File: src/rtl/seq_div_pkg.sv
// Shared types and constants for the sequential restoring divider.
//   div_state_t : controller states (IDLE, RUN, DONE)
//   DEFAULT_N   : default operand width
package seq_div_pkg;

    localparam int DEFAULT_N = 8;

    typedef enum logic [1:0] {
        IDLE = 2'd0,
        RUN  = 2'd1,
        DONE = 2'd2
    } div_state_t;

endpackage

File: src/rtl/full_adder.sv
// Single-bit full adder cell.
//   a, b, cin : addend bits and carry in
//   sum, cout : sum bit and carry out
module full_adder (
    input  logic a,
    input  logic b,
    input  logic cin,
    output logic sum,
    output logic cout
);

    assign sum  = a ^ b ^ cin;
    assign cout = (a & b) | (a & cin) | (b & cin);

endmodule

File: src/rtl/normal_sub_n_bit.sv
// Ripple-borrow subtractor diff = a - b, built as a + ~b + 1 from full_adder cells.
//   a, b   : W-bit minuend and subtrahend
//   diff   : W-bit difference (modulo 2^W)
//   borrow : 1 when b > a (the final carry is the inverse of the borrow)
module normal_sub_n_bit #(
    parameter int W = 9
) (
    input  logic [W-1:0] a,
    input  logic [W-1:0] b,
    output logic [W-1:0] diff,
    output logic         borrow
);

    logic [W:0] carry_s;

    assign carry_s[0] = 1'b1;

    for (genvar i = 0; i < W; i++) begin : g_cell
        full_adder u_fa (
            .a    (a[i]),
            .b    (~b[i]),
            .cin  (carry_s[i]),
            .sum  (diff[i]),
            .cout (carry_s[i+1])
        );
    end

    assign borrow = ~carry_s[W];

endmodule

File: src/rtl/seq_restoring_divider.sv
// Multi-cycle unsigned restoring divider, one quotient bit per clock.
//   clk, rst            : clock, synchronous active-high reset
//   start               : request, accepted only when not busy (IDLE or DONE)
//   dividend, divisor   : operands, sampled on the accepting edge
//   busy                : high for the N iteration cycles
//   done                : one-cycle pulse, results valid
//   quotient, remainder : results, updated only on entry to DONE
//   div_by_zero         : set with done when divisor was zero, held with results
module seq_restoring_divider
    import seq_div_pkg::*;
#(
    parameter int N = DEFAULT_N
) (
    input  logic         clk,
    input  logic         rst,
    input  logic         start,
    input  logic [N-1:0] dividend,
    input  logic [N-1:0] divisor,
    output logic         busy,
    output logic         done,
    output logic [N-1:0] quotient,
    output logic [N-1:0] remainder,
    output logic         div_by_zero
);

    localparam int CNT_W = $clog2(N + 1);

    div_state_t       state_q, state_d;
    logic [CNT_W-1:0] cnt_q, cnt_d;
    logic [N:0]       p_q, p_d;
    logic [N-1:0]     q_q, q_d;
    logic [N-1:0]     dvs_q, dvs_d;
    logic [N-1:0]     quot_q, quot_d;
    logic [N-1:0]     rem_q, rem_d;
    logic             dbz_q, dbz_d;
    logic             busy_q, busy_d;
    logic             done_q, done_d;

    logic [N:0]       p_shift_s;
    logic [N:0]       trial_s;
    logic             borrow_s;
    logic [N:0]       p_next_s;
    logic [N-1:0]     q_next_s;

    // The dividend's MSB shifts into the partial remainder each iteration.
    assign p_shift_s = {p_q[N-1:0], q_q[N-1]};

    normal_sub_n_bit #(.W(N + 1)) u_sub (
        .a      (p_shift_s),
        .b      ({1'b0, dvs_q}),
        .diff   (trial_s),
        .borrow (borrow_s)
    );

    // Restore on borrow: keep the shifted remainder and record a 0 quotient bit.
    assign p_next_s = borrow_s ? p_shift_s : trial_s;
    assign q_next_s = {q_q[N-2:0], ~borrow_s};

    // Next-state, datapath and registered-output decode.
    always_comb begin
        state_d = state_q;
        cnt_d   = cnt_q;
        p_d     = p_q;
        q_d     = q_q;
        dvs_d   = dvs_q;
        quot_d  = quot_q;
        rem_d   = rem_q;
        dbz_d   = dbz_q;
        busy_d  = 1'b0;
        done_d  = 1'b0;
        case (state_q)
            IDLE, DONE: begin
                if (start) begin
                    dvs_d = divisor;
                    q_d   = dividend;
                    p_d   = {(N + 1){1'b0}};
                    cnt_d = {CNT_W{1'b0}};
                    dbz_d = 1'b0;
                    if (divisor != {N{1'b0}}) begin
                        state_d = RUN;
                        busy_d  = 1'b1;
                    end else begin
                        // Zero divisor skips iteration and reports saturated quotient.
                        state_d = DONE;
                        done_d  = 1'b1;
                        quot_d  = {N{1'b1}};
                        rem_d   = dividend;
                        dbz_d   = 1'b1;
                    end
                end else begin
                    state_d = IDLE;
                end
            end
            RUN: begin
                p_d   = p_next_s;
                q_d   = q_next_s;
                cnt_d = cnt_q + CNT_W'(1);
                if (cnt_q == CNT_W'(N - 1)) begin
                    state_d = DONE;
                    done_d  = 1'b1;
                    quot_d  = q_next_s;
                    rem_d   = p_next_s[N-1:0];
                end else begin
                    busy_d  = 1'b1;
                end
            end
            default: begin
                state_d = IDLE;
            end
        endcase
    end

    // State and datapath registers with synchronous reset.
    always_ff @(posedge clk) begin
        if (rst) begin
            state_q <= IDLE;
            cnt_q   <= {CNT_W{1'b0}};
            p_q     <= {(N + 1){1'b0}};
            q_q     <= {N{1'b0}};
            dvs_q   <= {N{1'b0}};
            quot_q  <= {N{1'b0}};
            rem_q   <= {N{1'b0}};
            dbz_q   <= 1'b0;
            busy_q  <= 1'b0;
            done_q  <= 1'b0;
        end else begin
            state_q <= state_d;
            cnt_q   <= cnt_d;
            p_q     <= p_d;
            q_q     <= q_d;
            dvs_q   <= dvs_d;
            quot_q  <= quot_d;
            rem_q   <= rem_d;
            dbz_q   <= dbz_d;
            busy_q  <= busy_d;
            done_q  <= done_d;
        end
    end

    assign busy        = busy_q;
    assign done        = done_q;
    assign quotient    = quot_q;
    assign remainder   = rem_q;
    assign div_by_zero = dbz_q;

endmodule

File: config.mk
export PLATFORM = sky130hd
export DESIGN_NAME = seq_restoring_divider
export DESIGN_NICKNAME = d
export VERILOG_FILES = /design/src/rtl/seq_div_pkg.sv /design/src/rtl/full_adder.sv /design/src/rtl/normal_sub_n_bit.sv /design/src/rtl/seq_restoring_divider.sv
export SDC_FILE = /design/constraint.sdc
export NUM_CORES = 1
export LEC_CHECK = 0
export ABC_CLOCK_PERIOD_IN_PS = 7920
export BUFFER_PORTS_ARGS = -buffer_cell sky130_fd_sc_hd__buf_2
export CAP_MARGIN = 25
export CELL_PAD_IN_SITES_DETAIL_PLACEMENT = 0
export CELL_PAD_IN_SITES_GLOBAL_PLACEMENT = 2
export CORE_MARGIN = 8
export CORE_UTILIZATION = 39
export CTS_BUF_LIST = sky130_fd_sc_hd__clkbuf_2 sky130_fd_sc_hd__clkbuf_4 sky130_fd_sc_hd__clkbuf_8
export CTS_CLUSTER_SIZE = 25
export DETAILED_ROUTE_END_ITERATION = 8
export PLACE_DENSITY = 0.9
export SYNTH_ARGS = -nofsm -noshare
export SYNTH_HDL_FRONTEND = slang
export SYNTH_SLANG_ARGS = --single-unit
export TNS_END_PERCENT = 20
File: constraint.sdc
create_clock -name clk -period 7.92 [get_ports clk]
set_input_delay 0.792 -clock clk [delete_from_list [all_inputs] [get_ports clk]]
set_output_delay 0.792 -clock clk [all_outputs]
set_load 0.01 [all_outputs]
==> summary.txt <==
Synthesis
  – Compound-Gate Fraction of Synth Area: 25.6%
  – Synthesized flop and latch total: 49
  – Adder-cell share of the synthesized area: 7.10%
  – Syn_nets: 274
  – Top-area cell type share of the netlist area: 42.2%
  – Area share of xor/xnor cells in the synthesized design: 0%
  – Syn_area_per_cell: 9.46 um2
  – Synth warn: 0
  – Predominant post-synthesis flop cell: dfxtp_1
  – Mapped Area: 2330 um2
  – Number of library cell types mapped by synthesis: 40
  – Sequential share of the synthesized area: 42.2%
  – Post-synthesis mux area share: 0.914%
  – Post-synth ARST share: 0%
  – Area contributors post-synth: dfxtp_1 42%, a211oi_2 7.5%, fa_1 6.0%
  – Post-synth EDFFs: 0
  – Syn Inst Count: 246
  – Simple-Gate Fraction of Synth Area: 16.6%
  – Count leader, synth: dfxtp_1
  – Synth cell count leaders: 49 x dfxtp_1, 33 x nand2_1, 27 x nor2_1
  – Main combinational cell family by area after synthesis: compound AO/OA/AOI/OAI gates
  – Area leader, netlist: dfxtp_1

Power
  – Peak VDD IR: 0.0000784 V
  – Pwr/cell area: 216 nW/um2
  – Leak: 1.01 nW
  – Power Total: 0.000563 W

Worst setup path
  – Critical Path Start Type: register
  – WP data required: 8130 ps
  – Max FO, Critical Path: 10
  – Critical path class: reg2reg
  – Worst Setup End Kind: register
  – Cell Chain, Critical Path: inv_1, ha_1, fa_1, fa_1, fa_1, fa_1, fa_1, fa_1, inv_1, fa_1, or2_1, mux2i_1, a221oi_2, a31o_1
  – Max incr delay on CP: 450 ps
  – Slowest-stage cell, CP: or2_1
  – Most used cell, CP: fa_1
  – Critical Path AT: 4950 ps

Floorplan
  – Die Y: 93.2 um
  – Initial Util: 39.8%
  – IO Pins: 38
  – Core area: 5850 um2
  – Die area: 8690 um2
  – Die X: 93.2 um
  – # rows: 28

Placement
  – Placed cells: 340
  – Hpwl dp: 3.92 mm
  – Gp weighted congestion: 0.796
  – Port-buffer cells: 37

Final layout
  – Layout Cells excl Fill: 347
  – ANT cells: 0
  – Fin util: 44.6%
  – Fillers: 579
  – Nets@finish: 300
  – Area growth syn-to-layout: 12.2%
  – Share of layout cells above drive strength 1: 29.4%

Routing
  – Total number of vias: 1809
  – Vias per inst: 5.21
  – DRT Pass-1 Iters: 4
  – Wire per inst: 15.9 um
  – Residual DRC: 0
  – Initial drt markers: 71
  – Final wirelength: 5.51 mm
  – Routed Antenna Nets: 0

Clocking
  – Root Driver: clkbuf_8
  – Clk sinks: 49
  – Clock edge transition at the registers on the reported setup and hold paths: 90 ps
  – CTS Buffer Depth: 2
  – H-tree Lvls: 2
  – Total CTS buffers: 5
  – TritonCTS clock tree: built
  – Skew-Pair Late Insertion Delay: 300 ps
  – # Post-CTS Setup Buffers: 0
  – CTS resizes: 0
  – Post-CTS Hold Buffers: 0

Status
  – Outcome: finished, final reports clean

Global routing
  – Number of global-route vias before repair: 1822
  – Gr usage total: 13.2%
  – Total grt overflow: 0
  – First-pass GRT wire length: 9.21 mm
  – Largest net degree at the start of global routing: 43
  – Initial antenna violation count: 0

STA
  – Worst slew pin tran: 856 ps
  – Fmax: 211 MHz
  – Final worst-path cycle share: 59.9%
  – RSZ-0062 raised after global routing: false
  – TNS Setup: 0 ps
  – Clock skew: 12.7 ps
  – Max Slew Vio Count: 0
  – Min Clock Period, post-route: 4740 ps
  – Slew margin rel.: 42.9%
  – Final setup vio count: 0
  – Final hold vios: 0

Min path
  – Hold Path Class: reg2reg

Job
  – Max Cap Viol: 0
power breakdown:
| group | switching [W] | leakage, nW | internal, W | total [W] |
|---|---|---|---|---|
| Sequential | 0.0000118 | 0.399 | 0.000259 | 0.000271 |
| Clock | 0.0000819 | 0.0540 | 0.0000919 | 0.000174 |
| Combinational | 0.0000740 | 0.558 | 0.0000440 | 0.000118 |
| Total | 0.000168 | 1.01 | 0.000395 | 0.000563 |
flip-flops by register name, summed over array words and instances (netlist names):
signal and flops:
cnt_q 4, div_by_zero 1, busy 1, state_q 2
dvs_q 8, p_q 8, q_q 8, quotient 8
done 1, remainder 8
through the flow:
| step | hold WS [ps] | worst slack, ps | area [um2] |
|---|---|---|---|
| floorplan | 436 | 3720 | 2330 |
| global placement | 444 | 3320 | 2510 |
| detailed placement | 447 | 3220 | 2510 |
| CTS | 460 | 3180 | 2610 |
| global route | 478 | 2900 | 2610 |
| finish | 456 | 3180 | 2610 |
cell families (layout without fill, tap and decap cells):
family | after synthesis | in the layout
mux | 2 | 2
simple gates | 84 | 84
compound gates | 65 | 65
flops | 49 | 49
buf+inv | 37 | 63
fa+ha+maj | 9 | 9
per-layer routing:
metal	GRT usage (%)	part of all wire, %
met5	0	0
met3	2.80	5.1
met2	21.1	45
met1	17.0	48
met4	4.70	1.0
final cells by class:
| cell class | count | area, um2 | area share, % |
|---|---|---|---|
| Clock buffer | 5 | 68.8 | 2.64 |
| Clock inverter | 2 | 35.0 | 1.34 |
| Tap cell | 75 | 93.8 | 3.60 |
| Inverter | 17 | 63.8 | 2.44 |
| Sequential cell | 49 | 981 | 37.6 |
| Multi-Input combinational cell | 160 | 1170 | 44.7 |
| Timing Repair Buffer | 39 | 200 | 7.67 |
worst max-delay path: cells and delay by family, from the launching register on:
family                   cells  cell delay [ps]
buffers and inverters        2              140
flip-flops                   1              360
AND/OR/NAND/NOR              1              450
adder cells (fa/ha/maj)      8             3130
multiplexers                 1              280
AO/OA/AOI/OAI                2              290
worst paths after layout:
kind | start | end | slack (ps) | depth (start not counted)
hold reg to reg | div_by_zero | div_by_zero | 460 | 2
hold / removal | div_by_zero | div_by_zero | 460 | 2
setup / recovery | q_q[7] | remainder[7] | 3180 | 14
setup reg to reg | q_q[7] | remainder[7] | 3180 | 14
cells in the final DEF (no fill, tap or decap), drive strengths merged, types with 2 or more instances in the layout:
cell | Yosys | final
dfxtp | 49 | 49
nor2 | 27 | 27
a221oi | 8 | 8
nand2b | 2 | 2
a21oi | 20 | 20
o21ai | 3 | 3
and2 | 2 | 2
ha | 2 | 2
buf | 17 | 39
nor3 | 9 | 9
fa | 7 | 7
clkinv | 1 | 2
a311oi | 7 | 7
o221a | 7 | 7
inv | 16 | 16
a211oi | 14 | 14
nand2 | 35 | 35
nor4 | 2 | 2
clkbuf | 3 | 5
Power figures use the tool's default switching activity.
